### src/rtl/freq_seq_if.sv
// freq_seq_if: control, pattern-table write and divider handshake bundle for freq_seq_ctrl
interface freq_seq_if #(parameter int DUR_W = 4);
  logic             start;
  logic             stop;
  logic [2:0]       seq_len;
  logic             wr_en;
  logic [2:0]       wr_addr;
  logic [2:0]       wr_code;
  logic [DUR_W-1:0] wr_dur;
  logic             co_i;
  logic             ld_o;
  logic [2:0]       cnt_o;
  logic             tone_o;
  logic             busy;
  logic             done;
  logic [2:0]       step_o;
  modport master (
    output start, stop, seq_len, wr_en, wr_addr, wr_code, wr_dur, co_i,
    input  ld_o, cnt_o, tone_o, busy, done, step_o
  );
  modport slave (
    input  start, stop, seq_len, wr_en, wr_addr, wr_code, wr_dur, co_i,
    output ld_o, cnt_o, tone_o, busy, done, step_o
  );
endinterface

### src/rtl/freq_seq_ctrl.sv
// freq_seq_ctrl: plays a table of divider codes for per-step co_i pulse counts; FREQ_SEQ_LOOP_EN makes playback loop until stop
module freq_seq_ctrl #(parameter int DUR_W = 4) (
  input logic       clk,
  input logic       rst_n,
  freq_seq_if.slave bus
);
  localparam logic [1:0] IDLE = 2'd0;
  localparam logic [1:0] LOAD = 2'd1;
  localparam logic [1:0] RUN  = 2'd2;
`ifdef FREQ_SEQ_LOOP_EN
  localparam bit LOOP = 1'b1;
`else
  localparam bit LOOP = 1'b0;
`endif
  logic [1:0]            state_q, state_d;
  logic [2:0]            step_q, step_d, len_q, len_d, next_step;
  logic [DUR_W-1:0]      pcnt_q, pcnt_d;
  logic                  tone_q, tone_d, done_q, done_d;
  logic [7:0][2:0]       code_q, code_d;
  logic [7:0][DUR_W-1:0] dur_q, dur_d;
  logic                  run_co, last, step_end;
  always_comb begin
    run_co = state_q == RUN && bus.co_i && !bus.stop;
    last = step_q == len_q;
    next_step = last ? 3'd0 : step_q + 3'd1;
    // pulse count wraps in DUR_W bits, so dur=0 ends the step after 2^DUR_W pulses
    step_end = pcnt_q + DUR_W'(1) == dur_q[step_q];
    state_d = state_q;
    step_d = step_q;
    len_d = len_q;
    pcnt_d = pcnt_q;
    tone_d = tone_q;
    done_d = 1'b0;
    code_d = code_q;
    dur_d = dur_q;
    if (state_q == IDLE && bus.wr_en) begin
      code_d[bus.wr_addr] = bus.wr_code;
      dur_d[bus.wr_addr] = bus.wr_dur;
    end
    if (state_q == IDLE && bus.start && !bus.stop) begin
      state_d = LOAD;
      len_d = bus.seq_len;
    end
    if (state_q == LOAD) state_d = bus.stop ? IDLE : RUN;
    if (state_q == RUN && bus.stop) begin
      state_d = IDLE;
      step_d = '0;
      pcnt_d = '0;
      tone_d = 1'b0;
    end
    if (run_co) begin
      tone_d = ~tone_q;
      pcnt_d = step_end ? '0 : pcnt_q + DUR_W'(1);
      step_d = step_end ? next_step : step_q;
      if (step_end && last && !LOOP) begin
        state_d = IDLE;
        done_d = 1'b1;
        tone_d = 1'b0;
      end
    end
  end
  always_ff @(posedge clk or negedge rst_n) begin
    if (!rst_n) begin
      state_q <= IDLE;
      step_q <= '0;
      len_q <= '0;
      pcnt_q <= '0;
      tone_q <= 1'b0;
      done_q <= 1'b0;
      code_q <= '0;
      dur_q <= {8{DUR_W'(1)}};
    end else begin
      state_q <= state_d;
      step_q <= step_d;
      len_q <= len_d;
      pcnt_q <= pcnt_d;
      tone_q <= tone_d;
      done_q <= done_d;
      code_q <= code_d;
      dur_q <= dur_d;
    end
  end
  // a reload replaces the divider's own wrap, and stop suppresses it
  assign bus.ld_o = state_q == LOAD || run_co;
  assign bus.cnt_o = state_q == IDLE ? 3'd0 : (run_co && step_end) ? code_q[next_step] : code_q[step_q];
  assign bus.step_o = step_q;
  assign bus.tone_o = tone_q;
  assign bus.busy = state_q != IDLE;
  assign bus.done = done_q;
endmodule
### src/flat_wrapper.sv
// flat-port wrapper written by rule: the top's interface ports become plain ports
module freq_seq_ctrl_flat 
#(parameter int DUR_W = 4)
  (clk, rst_n, bus_start, bus_stop, bus_seq_len, bus_wr_en, bus_wr_addr, bus_wr_code, bus_wr_dur, bus_co_i, bus_ld_o, bus_cnt_o, bus_tone_o, bus_busy, bus_done, bus_step_o);
  freq_seq_if #(.DUR_W(DUR_W)) bus_i ();
  input logic clk;
  input logic rst_n;
  input wire logic [$bits(bus_i.start)-1:0] bus_start;
  input wire logic [$bits(bus_i.stop)-1:0] bus_stop;
  input wire logic [$bits(bus_i.seq_len)-1:0] bus_seq_len;
  input wire logic [$bits(bus_i.wr_en)-1:0] bus_wr_en;
  input wire logic [$bits(bus_i.wr_addr)-1:0] bus_wr_addr;
  input wire logic [$bits(bus_i.wr_code)-1:0] bus_wr_code;
  input wire logic [$bits(bus_i.wr_dur)-1:0] bus_wr_dur;
  input wire logic [$bits(bus_i.co_i)-1:0] bus_co_i;
  output wire logic [$bits(bus_i.ld_o)-1:0] bus_ld_o;
  output wire logic [$bits(bus_i.cnt_o)-1:0] bus_cnt_o;
  output wire logic [$bits(bus_i.tone_o)-1:0] bus_tone_o;
  output wire logic [$bits(bus_i.busy)-1:0] bus_busy;
  output wire logic [$bits(bus_i.done)-1:0] bus_done;
  output wire logic [$bits(bus_i.step_o)-1:0] bus_step_o;
  assign bus_i.start = bus_start;
  assign bus_i.stop = bus_stop;
  assign bus_i.seq_len = bus_seq_len;
  assign bus_i.wr_en = bus_wr_en;
  assign bus_i.wr_addr = bus_wr_addr;
  assign bus_i.wr_code = bus_wr_code;
  assign bus_i.wr_dur = bus_wr_dur;
  assign bus_i.co_i = bus_co_i;
  assign bus_ld_o = bus_i.ld_o;
  assign bus_cnt_o = bus_i.cnt_o;
  assign bus_tone_o = bus_i.tone_o;
  assign bus_busy = bus_i.busy;
  assign bus_done = bus_i.done;
  assign bus_step_o = bus_i.step_o;
  freq_seq_ctrl #(.DUR_W(DUR_W)) u_core (.clk(clk), .rst_n(rst_n), .bus(bus_i));
endmodule
### config.mk
export PLATFORM = sky130hd
export DESIGN_NAME = freq_seq_ctrl_flat
export DESIGN_NICKNAME = d
export VERILOG_FILES = /design/src/rtl/freq_seq_if.sv /design/src/rtl/freq_seq_ctrl.sv /design/src/flat_wrapper.sv
export SDC_FILE = /design/constraint.sdc
export NUM_CORES = 1
export LEC_CHECK = 0
export CORE_ASPECT_RATIO = 1.5
export CORE_UTILIZATION = 40
export CTS_BUF_LIST = sky130_fd_sc_hd__clkbuf_16
export DETAILED_ROUTE_END_ITERATION = 8
export PLACE_DENSITY = 0.6
export SLEW_MARGIN = 20
export SYNTH_ARGS = -nofsm -noshare
export SYNTH_HDL_FRONTEND = slang
export SYNTH_SLANG_ARGS = --single-unit
export TNS_END_PERCENT = 1
### constraint.sdc
create_clock -name clk -period 3.9 [get_ports clk]
set_input_delay 0.975 -clock clk [delete_from_list [all_inputs] [get_ports clk]]
set_output_delay 0.975 -clock clk [all_outputs]
set_load 0.1 [all_outputs]
Word-level counts from Yosys, hierarchy flattened --
Index checks and enable logic that the tools add are counted.
Word-level totals: bits in registers 70, latch bits 0, memory bits (writable) 0, memory bits (read-only) 0, output and inout port bits 10, memories kept 0
Operators by class: add/sub/neg operators 2, multipliers 0, divide/modulo/power cells 0, magnitude comparators 4, equal/unequal tests 5, shift operators 0, muxes and demuxes 32, bitwise logic cells 1, reductions and logical operators 15
Operators by type and width (count):
- $bwmux W32 | 1
- $mux W3 | 9
- $bwmux W24 | 1
- $mux W4 | 5
- $bmux W3 S3 | 2
- $bmux W4 S3 | 1
- $demux W4 S3 | 1
- $lt A3 B4 Y1 const B | 3
- $mux W2 | 6
- $demux W3 S3 | 1
- $logic_and A1 B1 Y1 | 9
- $mux W1 | 5
- $add A4 B1 Y4 const B | 1
- $eq A4 B4 Y1 | 1
- $reduce_bool A2 Y1 | 2
- $add A3 B1 Y3 const B | 1
- $eq A3 B3 Y1 | 1
- $ge A3 B1 Y1 const B | 1
- $eq A2 B1 Y1 const B | 1
- $eq A2 B2 Y1 const B | 1
- $logic_not A2 Y1 | 1
- $ne A2 B2 Y1 const B | 1
- $reduce_and A2 Y1 | 1
- $logic_not A1 Y1 | 1
- 2 further kinds | 2

Longest topological paths before layout --
word-level depth 8, depth in mapped cells 9, gate-level depth less buffers 7

Worst setup path before layout --
OpenSTA, ideal clock, no wires.
path type register to output, from register u_core.step_q[1], in the netlist u_core.bus.step_o[1], to output bus_cnt_o[0], arrival 4133 ps, slack -1208 ps, cell stages (with the launch flop) 8, path buffers 2, cell sequence dfrtp_1 > buf_6 > buf_4 > mux4_2 > xnor2_1 > nor4_4 > nand2_4 > mux2i_1
Between the ends: longest elaborated chain between the ends 6
RTL lines:
- start, declared | line freq_seq_ctrl.sv:16 | logic [2:0] step_q, step_d, len_q, len_d, next_step;
- start signal, assigned | line freq_seq_ctrl.sv:74 | step_q <= step_d;
- $add A3 B1 Y3 (tied with other cells) | line freq_seq_ctrl.sv:25 | next_step = last ? 3'd0 : step_q + 3'd1;
- $mux W3 or $mux W4 (tied branches) | line freq_seq_ctrl.sv:25, freq_seq_ctrl.sv:27
- $bmux W3 S3 or $eq A4 B4 Y1 (tied branches) | line freq_seq_ctrl.sv:85, freq_seq_ctrl.sv:27
- $mux W3 (implied by the code) or $logic_and A1 B1 Y1 (tied branches) | line freq_seq_ctrl.sv:85 | assign bus.cnt_o = state_q == IDLE ? 3'd0 : (run_co && step_end) ? code_q[next_step] : code_q[step_q];
- $mux W3 (*) (2 in a row) | line freq_seq_ctrl.sv:85
- end, declared | line flat_wrapper.sv:17 | output wire logic [$bits(bus_i.cnt_o)-1:0] bus_cnt_o;
Mark *: on every way between the ends. The rest lies on a longest branch, timed or not. The select of a mux whose other input is x is not followed.

Final worst setup path --
from register u_core.step_q[0], in the netlist u_core.bus.step_o[0], to output bus_cnt_o[1]
Same word-level chain as after synthesis.

==> reports/qor.yml <==
clocking:
  cts_resized: 0
  clk_latency_ns: 0.34
  holdBufCountCts: 0
  cts_tree: "yes"
  cts.clk_slew.worst_paths_ns: 0.06
  cts_root_buffer: "clkbuf_16"
  htreeDepth: 3
  cts_buffer_depth: 2
  cts_sinks: 70
  postCtsSetupRepairBufs: 0
  numCtsBuffers: 9
min_path:
  min_path_type: "register to register"
  holdPathStages: 2
critical_path:
  r2r_cells: 6
  crit_path_end_kind: "primary output"
  critPathLaunchType: "register"
  cp.required_ns: 2.92
  path_class: "register to primary output"
  arrival_ns: 2.81
  worstPathMaxFanout: 16
sta:
  maxSlewViolCount: 0
  worst_pin_slew_ns: 0.963
  setup_viol: 0
  fmax_mhz: 264
  rsz0062_at_grt: "no"
  fin_ws_ns: 0.112
  slew_headroom_pct: 35.6
  tns_ns: 0
  finClkSkew_ns: 0.00826
  finalCritPeriodShare_pct: 97.1
  hold_viol_final: 0
  fin_crit_ns: 3.79
finish:
  seqCellArea_um2: 1770
  layout.cells.most_common: "mux2_2"
  n_antenna_cell: 0
  final_nets: 332
  area_growth_pct: 20.9
  multi_input_area_um2: 1840
  nFillCells: 780
  drive_gt1_share_pct: 38.0
  mostFrequentLayoutCells: "63 x mux2_2, 59 x dfrtp_1, 20 x mux2i_1, 19 x clkdlybuf4s50_1, 18 x nand2_1"
placement:
  place.gp.congestion: 0.762
  place_ws_ns: 0.400
  io_buffers: 28
  dp_hpwl_um: 5730
synthesis:
  avgSynthCellArea_um2: 13.0
  synth_top_cell_area_share_pct: 42.6
  yosysTopAreaCell: "dfrtp_1"
  synth_cells: 279
  syn_area_um2: 3640
  synth-edff-count: 0
  ys.flop_type: "dfrtp_1"
  synth-warning-count: 0
  yosys_register_bits: 70
  synth.distinct_cells: 44
  syn_nets: 300
  yosysSeqAreaShare_pct: 48.4
  ys_top_cells_by_area: "dfrtp_1 43%, mux2_2 19%, mux4_2 6.8%"
  async_flop_share_pct: 100
global_route:
  grt_pass1_wl_um: 13400
  grt_max_degree: 47
  grt.total_usage_pct: 19.3
  antenna_found_initial: 0
  grt_pass1_vias: 2480
  grt_overflow_total: 0
floorplan:
  ioPinCount: 29
  start_util_pct: 41.2
  core_area_um2: 8830
  die_y_um: 119
  std_cell_rows: 42
  fp.dieW_um: 79.9
  die_area_um2: 9490
routing:
  wl_um: 8320
  ant_nets: 0
  drtPass1Iterations: 4
  via_per_inst: 5.59
  vias: 2382
  wl_per_cell_um: 19.5
  drt_iter0_drc: 150
  drc: 0
power:
  power_density_nw_per_um2: 352
  p_leak_nw: 2.07
  vdd_drop_max_mv: 0.238
run:
  cap_violations: 0
status:
  status: "complete, no violations"
-- final cells by class --
| type | instances | area share [%] |
|---|---|---|
| clock buffers | 9 | 5.12 |
| multi-input cells | 189 | 41.9 |
| repair buffers | 32 | 7.62 |
| flip-flops and latches | 70 | 40.3 |
| inverters | 9 | 0.768 |
| clock inverters | 7 | 1.19 |
| well taps | 110 | 3.13 |
-- worst max-delay path, cell delays in order (launching register included) --
cell	delay, ns
dfrtp_4	0.61
mux2i_1	0.18
mux4_2	0.52
xnor2_1	0.18
nor4_4	0.36
nand2_4	0.19
mux2i_4	0.23
buf_12	0.20
-- path summary, 6_finish.rpt --
check                                startpoint              endpoint  slack (ns)
setup / recovery           u_core.bus.step_o[0]          bus_cnt_o[1]        0.11
hold / removal                 u_core.pcnt_q[3]      u_core.pcnt_q[3]        0.50
setup reg to reg           u_core.bus.step_o[0]  u_core.bus.step_o[2]        1.44
hold reg to reg                u_core.pcnt_q[3]      u_core.pcnt_q[3]        0.50
max in group asynchronous                 rst_n  u_core.bus.step_o[1]        2.22
min in group asynchronous                 rst_n       u_core.dur_q[2]        0.63
-- cells by family (layout without fill, tap and decap cells) --
| group | count (synthesis) | count (layout) | synth area share (%) |
|---|---|---|---|
| mux | 97 | 97 | 32.6 |
| fa+ha+maj | 2 | 2 | 0.688 |
| simple gates | 46 | 46 | 6.77 |
| compound gates | 35 | 35 | 6.77 |
| buf+inv | 20 | 57 | 2.54 |
| xor+xnor | 9 | 9 | 2.17 |
| flops | 70 | 70 | 48.4 |
-- through the flow --
stage	power, mW	hold WS (ns)	instances	area (um^2)	utilization (%)
after global routing	1.61	0.521	426	4400	49.8
after CTS	1.57	0.506	426	4380	49.6
after floorplan	0.750	0.468	279	3690	-
final	1.55	0.501	426	4400	49.8
after global placement	0.792	0.486	410	4100	46.4
after detailed placement	0.793	0.492	410	4100	46.4
-- sequential cells by signal, summed over array words and instances, names as in the netlist --
register and count:
u_core.dur_q 32, u_core.code_q 24, u_core.pcnt_q 4, u_core.bus.step_o 3, u_core.len_q 3, u_core.state_q 2, u_core.bus.done 1, u_core.bus.tone_o 1
-- Yosys cell counts, drive strengths merged (2+ instances only) --
library cell	instances
a211oi	2
a21o	2
a21oi	4
a22oi	2
a31oi	2
a32oi	2
and3	4
buf	5
clkbuf	6
dfrtp	62
dfstp	8
ha	2
inv	8
mux2	63
mux2i	23
mux4	11
nand2	19
nand2b	4
nand3	3
nor2	7
nor2b	3
o21ai	8
o22ai	2
o31ai	3
xnor2	5
xor2	4
-- layer usage --
metal	global-route usage [%]	vias up	wire length [um]
li1	-	1090	-
met1	22.9	1222	3390
met2	33.1	53	4440
met3	2.61	17	230
met4	10.8	0	252
met5	0	-	0
-- report_power, final --
part	internal (mW)	total, mW	switching (mW)
combinational	0.0210	0.0508	0.0298
clock	0.481	0.768	0.287
sequential	0.729	0.730	0.000951
total	1.23	1.55	0.318
No activity file was read; power rests on OpenSTA's default activity.
